File: config.mk
export PLATFORM = sky130hd
export DESIGN_NAME = lane_receiver_flat
export DESIGN_NICKNAME = d
export VERILOG_FILES = /design/src/rtl/aurora_pkg.sv /design/src/rtl/lane_rx_if.sv /design/src/rtl/lane_deskew_fifo.sv /design/src/rtl/lane_receiver.sv /design/src/flat_wrapper.sv
export SDC_FILE = /design/constraint.sdc
export NUM_CORES = 1
export LEC_CHECK = 0
export CORE_MARGIN = 4
export CORE_UTILIZATION = 55
export CTS_BUF_LIST = sky130_fd_sc_hd__clkbuf_4
export DETAILED_ROUTE_END_ITERATION = 8
export PLACE_DENSITY = 0.78
export RECOVER_POWER = 100
export SLEW_MARGIN = 20
export SYNTH_ARGS = -nofsm -noshare
export SYNTH_HDL_FRONTEND = slang
export SYNTH_SLANG_ARGS = --single-unit
export TNS_END_PERCENT = 1
File: constraint.sdc
create_clock -name clk -period 10.5 [get_ports clk]
set_input_delay 1.05 -clock clk [delete_from_list [all_inputs] [get_ports clk]]
set_output_delay 1.05 -clock clk [all_outputs]
set_load 0.02 [all_outputs]
File: src/rtl/aurora_pkg.sv
// aurora_pkg: block types, ordered sets and lane alignment states.
package aurora_pkg;
    typedef enum logic [1:0] {OS_IDLE, OS_CB, OS_CC} ordered_sets_e;
    typedef enum logic {HUNT, ALIGNED} align_state_e;
    localparam logic [7:0] BT_IDLE = 8'h78;
    localparam logic [7:0] BT_CB   = 8'h79;
    localparam logic [7:0] BT_CC   = 8'h7A;
    localparam logic [7:0] BT_SEP  = 8'h1E;
endpackage

File: src/rtl/lane_rx_if.sv
// lane_rx_if: decoded lane words in, AXI-Stream words out.
interface lane_rx_if #(
    parameter int MAX_LINKS = 4,
    parameter int DATA_W    = 64
);
    logic [MAX_LINKS-1:0]             lane_valid_in;
    logic [MAX_LINKS-1:0]             ctrl_in;
    logic [MAX_LINKS-1:0][DATA_W-1:0] data_in;
    logic                             axi_valid;
    logic                             axi_last;
    logic [DATA_W-1:0]                axi_data;
    modport master(output lane_valid_in, ctrl_in, data_in, input axi_valid, axi_last, axi_data);
    modport slave(input lane_valid_in, ctrl_in, data_in, output axi_valid, axi_last, axi_data);
endinterface

File: src/rtl/lane_deskew_fifo.sv
// lane_deskew_fifo: per-lane single-clock FIFO; a push while full is dropped and flagged.
module lane_deskew_fifo #(
    parameter int W     = 65,
    parameter int DEPTH = 4
) (
    input  logic         clk,
    input  logic         rst_n,
    input  logic         push,
    input  logic         pop,
    input  logic         flush,
    input  logic [W-1:0] din,
    output logic [W-1:0] dout,
    output logic         empty,
    output logic         overflow
);
    localparam int AW = $clog2(DEPTH);
    logic [W-1:0]  mem [DEPTH];
    logic [AW-1:0] rd, wr;
    logic [AW:0]   cnt;
    logic          full, do_pop, do_push;
    assign empty    = cnt == '0;
    assign full     = cnt == (AW+1)'(DEPTH);
    assign do_pop   = pop && !empty;
    assign do_push  = push && (!full || do_pop);
    assign overflow = push && full && !pop;
    assign dout     = mem[rd];
    always_ff @(posedge clk or negedge rst_n)
        if (!rst_n) begin
            rd  <= '0;
            wr  <= '0;
            cnt <= '0;
        end else if (flush) begin
            rd  <= '0;
            wr  <= '0;
            cnt <= '0;
        end else begin
            rd  <= rd + AW'(do_pop);
            wr  <= wr + AW'(do_push);
            cnt <= cnt + (AW+1)'(do_push) - (AW+1)'(do_pop);
        end
    always_ff @(posedge clk)
        if (do_push && !flush) mem[wr] <= din;
endmodule

File: src/rtl/lane_receiver.sv
// lane_receiver: deskews striped lanes, strips ordered sets and rebuilds AXI-Stream frames.
module lane_receiver
    import aurora_pkg::*;
#(
    parameter int MAX_LINKS  = 4,
    parameter int DATA_W     = 64,
    parameter int FIFO_DEPTH = 4
) (
    input  logic                         clk,
    input  logic                         rst_n,
    input  logic                         single_lane,
    input  logic [$clog2(MAX_LINKS)-1:0] lane_select,
    lane_rx_if.slave                     lanes,
    output ordered_sets_e                ordered_set,
    output logic                         aligned,
    output logic                         frame_err,
    output logic                         align_err
);
    localparam int LW = $clog2(MAX_LINKS);
    localparam int W  = DATA_W + 1;
    logic [MAX_LINKS-1:0] pop, empty, ovf, hd_cb;
    logic [W-1:0]         hd [MAX_LINKS];
    logic [W-1:0]         cur;
    logic [LW-1:0]        idx, rr, rr_n;
    logic [7:0]           bt;
    logic                 flush, mis, proc, hold_v;
    logic [DATA_W-1:0]    hold_d;
    align_state_e         state, state_n;
    for (genvar i = 0; i < MAX_LINKS; i++) begin : g_lane
        lane_deskew_fifo #(.W(W), .DEPTH(FIFO_DEPTH)) u_fifo (
            .clk      (clk),
            .rst_n    (rst_n),
            .push     (lanes.lane_valid_in[i] && (!single_lane || lane_select == LW'(i))),
            .pop      (pop[i]),
            .flush    (flush),
            .din      ({lanes.ctrl_in[i], lanes.data_in[i]}),
            .dout     (hd[i]),
            .empty    (empty[i]),
            .overflow (ovf[i])
        );
        assign hd_cb[i] = !empty[i] && hd[i][DATA_W] && hd[i][DATA_W-1 -: 8] == BT_CB;
    end
    assign idx   = single_lane ? lane_select : rr;
    assign cur   = hd[idx];
    assign bt    = cur[DATA_W-1 -: 8];
    assign flush = mis || |ovf;
    // Pops never depend on overflow, so the FIFO overflow flags stay loop-free.
    always_comb begin
        pop     = '0;
        proc    = 1'b0;
        mis     = 1'b0;
        rr_n    = rr;
        state_n = state;
        if (single_lane) begin
            if (!empty[idx]) begin
                pop[idx] = 1'b1;
                proc     = 1'b1;
                state_n  = ALIGNED;
            end
        end else if (state == HUNT) begin
            if (&hd_cb) begin
                pop     = '1;
                proc    = 1'b1;
                rr_n    = '0;
                state_n = ALIGNED;
            end else pop = ~empty & ~hd_cb;
        end else if (!empty[idx]) begin
            if (!hd_cb[idx]) begin
                pop[idx] = 1'b1;
                proc     = 1'b1;
                rr_n     = rr == LW'(MAX_LINKS - 1) ? '0 : rr + LW'(1);
            end else if (rr != '0) mis = 1'b1;
            else if (&hd_cb) begin
                pop  = '1;
                proc = 1'b1;
            end
        end
    end
    always_ff @(posedge clk or negedge rst_n)
        if (!rst_n) begin
            state           <= HUNT;
            rr              <= '0;
            aligned         <= 1'b0;
            hold_v          <= 1'b0;
            hold_d          <= '0;
            lanes.axi_valid <= 1'b0;
            lanes.axi_last  <= 1'b0;
            lanes.axi_data  <= '0;
            ordered_set     <= OS_IDLE;
            frame_err       <= 1'b0;
            align_err       <= 1'b0;
        end else begin
            state           <= flush ? HUNT : state_n;
            rr              <= rr_n;
            aligned         <= !flush && state_n == ALIGNED;
            align_err       <= flush;
            lanes.axi_valid <= 1'b0;
            lanes.axi_last  <= 1'b0;
            frame_err       <= 1'b0;
            if (flush) hold_v <= 1'b0;
            else if (proc && !cur[DATA_W]) begin
                lanes.axi_valid <= hold_v;
                lanes.axi_data  <= hold_d;
                hold_d          <= cur[DATA_W-1:0];
                hold_v          <= 1'b1;
            end else if (proc && bt == BT_SEP) begin
                lanes.axi_valid <= hold_v;
                lanes.axi_last  <= hold_v;
                lanes.axi_data  <= hold_d;
                frame_err       <= !hold_v;
                hold_v          <= 1'b0;
            end else if (proc) begin
                if (bt == BT_IDLE || bt == BT_CB || bt == BT_CC)
                    ordered_set <= bt == BT_CB ? OS_CB : bt == BT_CC ? OS_CC : OS_IDLE;
                else frame_err <= 1'b1;
            end
        end
endmodule
File: src/flat_wrapper.sv
// flat-port wrapper written by rule: the top's interface ports become plain ports
module lane_receiver_flat import aurora_pkg::*;
#(
    parameter int MAX_LINKS  = 4,
    parameter int DATA_W     = 64,
    parameter int FIFO_DEPTH = 4
)
  (clk, rst_n, single_lane, lane_select, ordered_set, aligned, frame_err, align_err, lanes_lane_valid_in, lanes_ctrl_in, lanes_data_in, lanes_axi_valid, lanes_axi_last, lanes_axi_data);
  lane_rx_if #(.MAX_LINKS(MAX_LINKS), .DATA_W(DATA_W)) lanes_i ();
  input  logic clk;
  input  logic rst_n;
  input  logic single_lane;
  input  logic [$clog2(MAX_LINKS)-1:0] lane_select;
  output ordered_sets_e ordered_set;
  output logic aligned;
  output logic frame_err;
  output logic align_err;
  input wire logic [$bits(lanes_i.lane_valid_in)-1:0] lanes_lane_valid_in;
  input wire logic [$bits(lanes_i.ctrl_in)-1:0] lanes_ctrl_in;
  input wire logic [$bits(lanes_i.data_in)-1:0] lanes_data_in;
  output wire logic [$bits(lanes_i.axi_valid)-1:0] lanes_axi_valid;
  output wire logic [$bits(lanes_i.axi_last)-1:0] lanes_axi_last;
  output wire logic [$bits(lanes_i.axi_data)-1:0] lanes_axi_data;
  assign lanes_i.lane_valid_in = lanes_lane_valid_in;
  assign lanes_i.ctrl_in = lanes_ctrl_in;
  assign lanes_i.data_in = lanes_data_in;
  assign lanes_axi_valid = lanes_i.axi_valid;
  assign lanes_axi_last = lanes_i.axi_last;
  assign lanes_axi_data = lanes_i.axi_data;
  lane_receiver #(.MAX_LINKS(MAX_LINKS), .DATA_W(DATA_W), .FIFO_DEPTH(FIFO_DEPTH)) u_core (.clk(clk), .rst_n(rst_n), .single_lane(single_lane), .lane_select(lane_select), .lanes(lanes_i), .ordered_set(ordered_set), .aligned(aligned), .frame_err(frame_err), .align_err(align_err));
endmodule
==> metrics <==
outcome complete, but fails checks; violated checks capacitance limit, slew limit; share of cells above drive strength 1 27.9%; EDFF count, synth 1040; Slew headroom -333%; #FFs+latches synth 1206; sequential cell area roughly 35000 µm²; Fin. Hold Viols 0; setup tns final 0 ns; detailed-route via count 25700; row cnt roughly 110; Req. time, crit path 11.19 ns; Port Buffer Count 339; fraction of registers with async set/reset between 10% and 20%; final wirelength 116000 µm; clock tree buffer depth 4; Synth Flop Type edfxtp_1; die area between 80000 and 90000 µm²; RD Place Congestion 0.946; fin crit period 8.23 ns; Initial Util 55.6%; IO Count 340; footprint of the multi-input gates 10700 µm²; Max Clock Freq 0.121 GHz; crit-path max FO 48; Worst Setup Start Kind flop; Synth Instances roughly 2400; critical path class reg -> reg; TritonCTS Sinks 1206; vias per cell 5.93; RSZ-0062 raised after global routing false; Syn Nets 2653; initial antenna violation count between 80 and 90; Max VDD drop 0.170 mV; fillers 5504; Max Cap Viol 4; Slew Viols, Final 247; chip width about 300 µm; actual slew at the worst max-slew pin 6.50 ns; Setup crit end kind flop; critical path arrival 8.92 ns; hold crit path type reg -> reg; Post-Route Skew around 0.13 ns; vias in the first global route 27300; clock transition at the registers of the reported paths 0.07 ns; Netlist cell types 54; Iter 0 DRT Violations 2761; Pwr Density 262 nW/µm²; GRT overflow 0; core area 84000 µm²; hold_buf cts 1; sequential-to-total area share from yosys stat around three quarters; Total GRT Usage 26.2%; hpwl dp between 70000 and 80000 µm; Syn-to-layout area delta 18.6%; root buffer cell clkbuf_4; Final period util between 70% and 80%; largest net degree at the start of global routing 107; Antenna Nets Post-Route 0; Synth warnings 0; Final nets 3232; first-pass GRT wire length 172000 µm; Skew-Pair Late Insertion Delay 1.17 ns; Synth Cell Area 46700 µm²; Die Span Y 299 µm; H-tree depth 5; Pleak between 15 and 20 nW; WL/cell ~27 µm; PostCTS Resize Cnt 0; Total Power 14.5 mW; CTS tree done; CTS buffer count 311; Finish-stage setup viols 0; remaining routing DRC violations 0; # Post-CTS Setup Buffers 0; Avg Cell Area, Syn 19.7 µm²; drt pass-1 iters 6
==> path summary, 6_finish.rpt <==
path	slack, ns	cells past startpoint	from	to
setup / recovery	2.27	12	u_core.g_lane[1].u_fifo.rd[0]$_DFF_PN0_	u_core.g_lane[0].u_fifo.mem[0][47]$_DFFE_PP_
hold / removal	0.47	1	u_core.hold_d[25]$_DFFE_PN0P_	u_core.lanes.axi_data[25]$_DFFE_PN0P_
max in group asynchronous	2.98	2	rst_n	u_core.g_lane[3].u_fifo.rd[0]$_DFF_PN0_
setup reg to reg	2.27	12	u_core.g_lane[1].u_fifo.rd[0]$_DFF_PN0_	u_core.g_lane[0].u_fifo.mem[0][47]$_DFFE_PP_
min in group asynchronous	2.87	2	rst_n	u_core.hold_d[53]$_DFFE_PN0P_
hold reg to reg	0.47	1	u_core.hold_d[25]$_DFFE_PN0P_	u_core.lanes.axi_data[25]$_DFFE_PN0P_
==> power by group <==
| group | total [mW] | internal (mW) | leakage (nW) | switching (mW) |
|---|---|---|---|---|
| clock | 3.89 | 2.12 | 2.31 | 1.77 |
| sequential | 6.67 | 6.11 | 11.4 | 0.564 |
| combinational | 3.94 | 1.84 | 5.34 | 2.11 |
==> through the flow <==
stage | std cells | util, % | hold slack, ns | worst slack, ns | area, µm²
after floorplan | 2370 | - | 0.452 | -0.259 | 46700
after global placement | 3766 | 61.3 | 0.468 | 3.03 | 51500
after detailed placement | 3767 | 61.4 | 0.474 | 3.03 | 51500
after CTS | 4290 | 65.9 | 0.397 | 3.64 | 55400
after global routing | 4312 | 65.9 | 0.494 | 1.65 | 55300
final | 4335 | 66.0 | 0.469 | 2.27 | 55400
==> routing by layer <==
| metal | vias up | GRT usage (%) | wire length [µm] |
|---|---|---|---|
| li1 | 10900 | - | - |
| met1 | 13200 | 34.1 | 44500 |
| met2 | 1283 | 42.4 | 57400 |
| met3 | 269 | 8.89 | 11200 |
| met4 | 34 | 7.67 | 2730 |
| met5 | - | 0 | 199 |
==> sequential cells by signal, indices dropped and copies added, names as in the netlist <==
signal / count
u_core.align_err: 1
u_core.aligned: 1
u_core.frame_err: 1
u_core.g_lane.u_fifo.cnt: 12
u_core.g_lane.u_fifo.mem: 1040
u_core.g_lane.u_fifo.rd: 8
u_core.g_lane.u_fifo.wr: 8
u_core.hold_d: 64
u_core.hold_v: 1
u_core.lanes.axi_data: 64
u_core.lanes.axi_last: 1
u_core.lanes.axi_valid: 1
u_core.ordered_set: 2
u_core.rr: 2
==> synth_stat cells (3+ instances only) <==
cell type / instances / area (µm²)
and2_1: 4 / 25.0
or3_1: 4 / 25.0
clkbuf_1: 74 / 278
xor2_1: 5 / 43.8
dfrtp_1: 166 / 4150
nor3_2: 3 / 30.0
fa_1: 4 / 80.1
buf_2: 5 / 25.0
a211o_1: 3 / 26.3
a21boi_0: 4 / 30.0
buf_1: 29 / 109
a21oi_1: 8 / 40.0
nand2b_1: 4 / 25.0
nand4b_1: 6 / 52.6
a31oi_1: 66 / 413
buf_6: 6 / 67.6
o31ai_1: 3 / 22.5
nand4_1: 4 / 25.0
o21ai_0: 14 / 70.1
mux2_1: 55 / 619
nand2_1: 278 / 1040
ha_1: 10 / 125
mux4_2: 260 / 5860
and3_1: 65 / 407
nand3_1: 6 / 30.0
o21bai_1: 3 / 22.5
a211oi_1: 5 / 37.5
inv_1: 28 / 105
nor3_1: 20 / 100
nor4_1: 7 / 43.8
xnor2_1: 13 / 114
buf_4: 7 / 52.6
nor2_1: 53 / 199
edfxtp_1: 1040 / 31200
or2_2: 5 / 31.3
mux2_2: 75 / 845
==> cell families (layout without fill, tap and decap cells) <==
group,after synthesis,count (layout),synth area share (%)
AOI/OAI and AO/OA,119,119,1.67
xor gates and xnor gates,18,18,0.338
adders and majority gates,14,14,0.440
buffers and inverters,149,937,1.36
DFF,1206,1206,75.8
muxes,392,392,15.7
other,0,43,0
and+or+nand+nor,472,472,4.67
==> layout make-up <==
class                      instances  share of cell area [%]
antenna                           43                   0.194
multi-input combinational       1015                    19.4
timing repair buffer             387                    6.81
clock buffer                     463                    6.28
inverter                          28                   0.190
clock inverter                    59                   0.653
sequential                      1206                    63.9
tap                             1134                    2.56
==> worst max-delay path, stage by stage, from the launching register on <==
cell and delay [ns]:
dfrtp_1 2.24, buf_4 0.92, mux4_2 0.64, nand2b_1 0.14, nor3_2 0.08, or2_2 0.29, a2111oi_0 0.41, a21boi_0 0.45
nor4b_1 0.12, or4b_4 0.83, nand2b_1 0.35, nor3_1 0.32, clkbuf_1 1.01
==> cell usage in the layout (no fill, tap or decap), types with 13 or more instances in the layout <==
cell type,count
edfxtp_1,1040
clkbuf_4,463
dlygate4sd3_1,332
nand2_1,278
mux4_2,260
dfrtp_1,159
mux2_2,74
a31oi_1,66
and3_1,65
mux2_1,56
nor2_1,52
clkinv_1,45
diode_2,43
buf_4,32
inv_1,28
nor3_1,18
o21ai_0,14
xnor2_1,13
No activity file was read; power rests on OpenSTA's default activity.
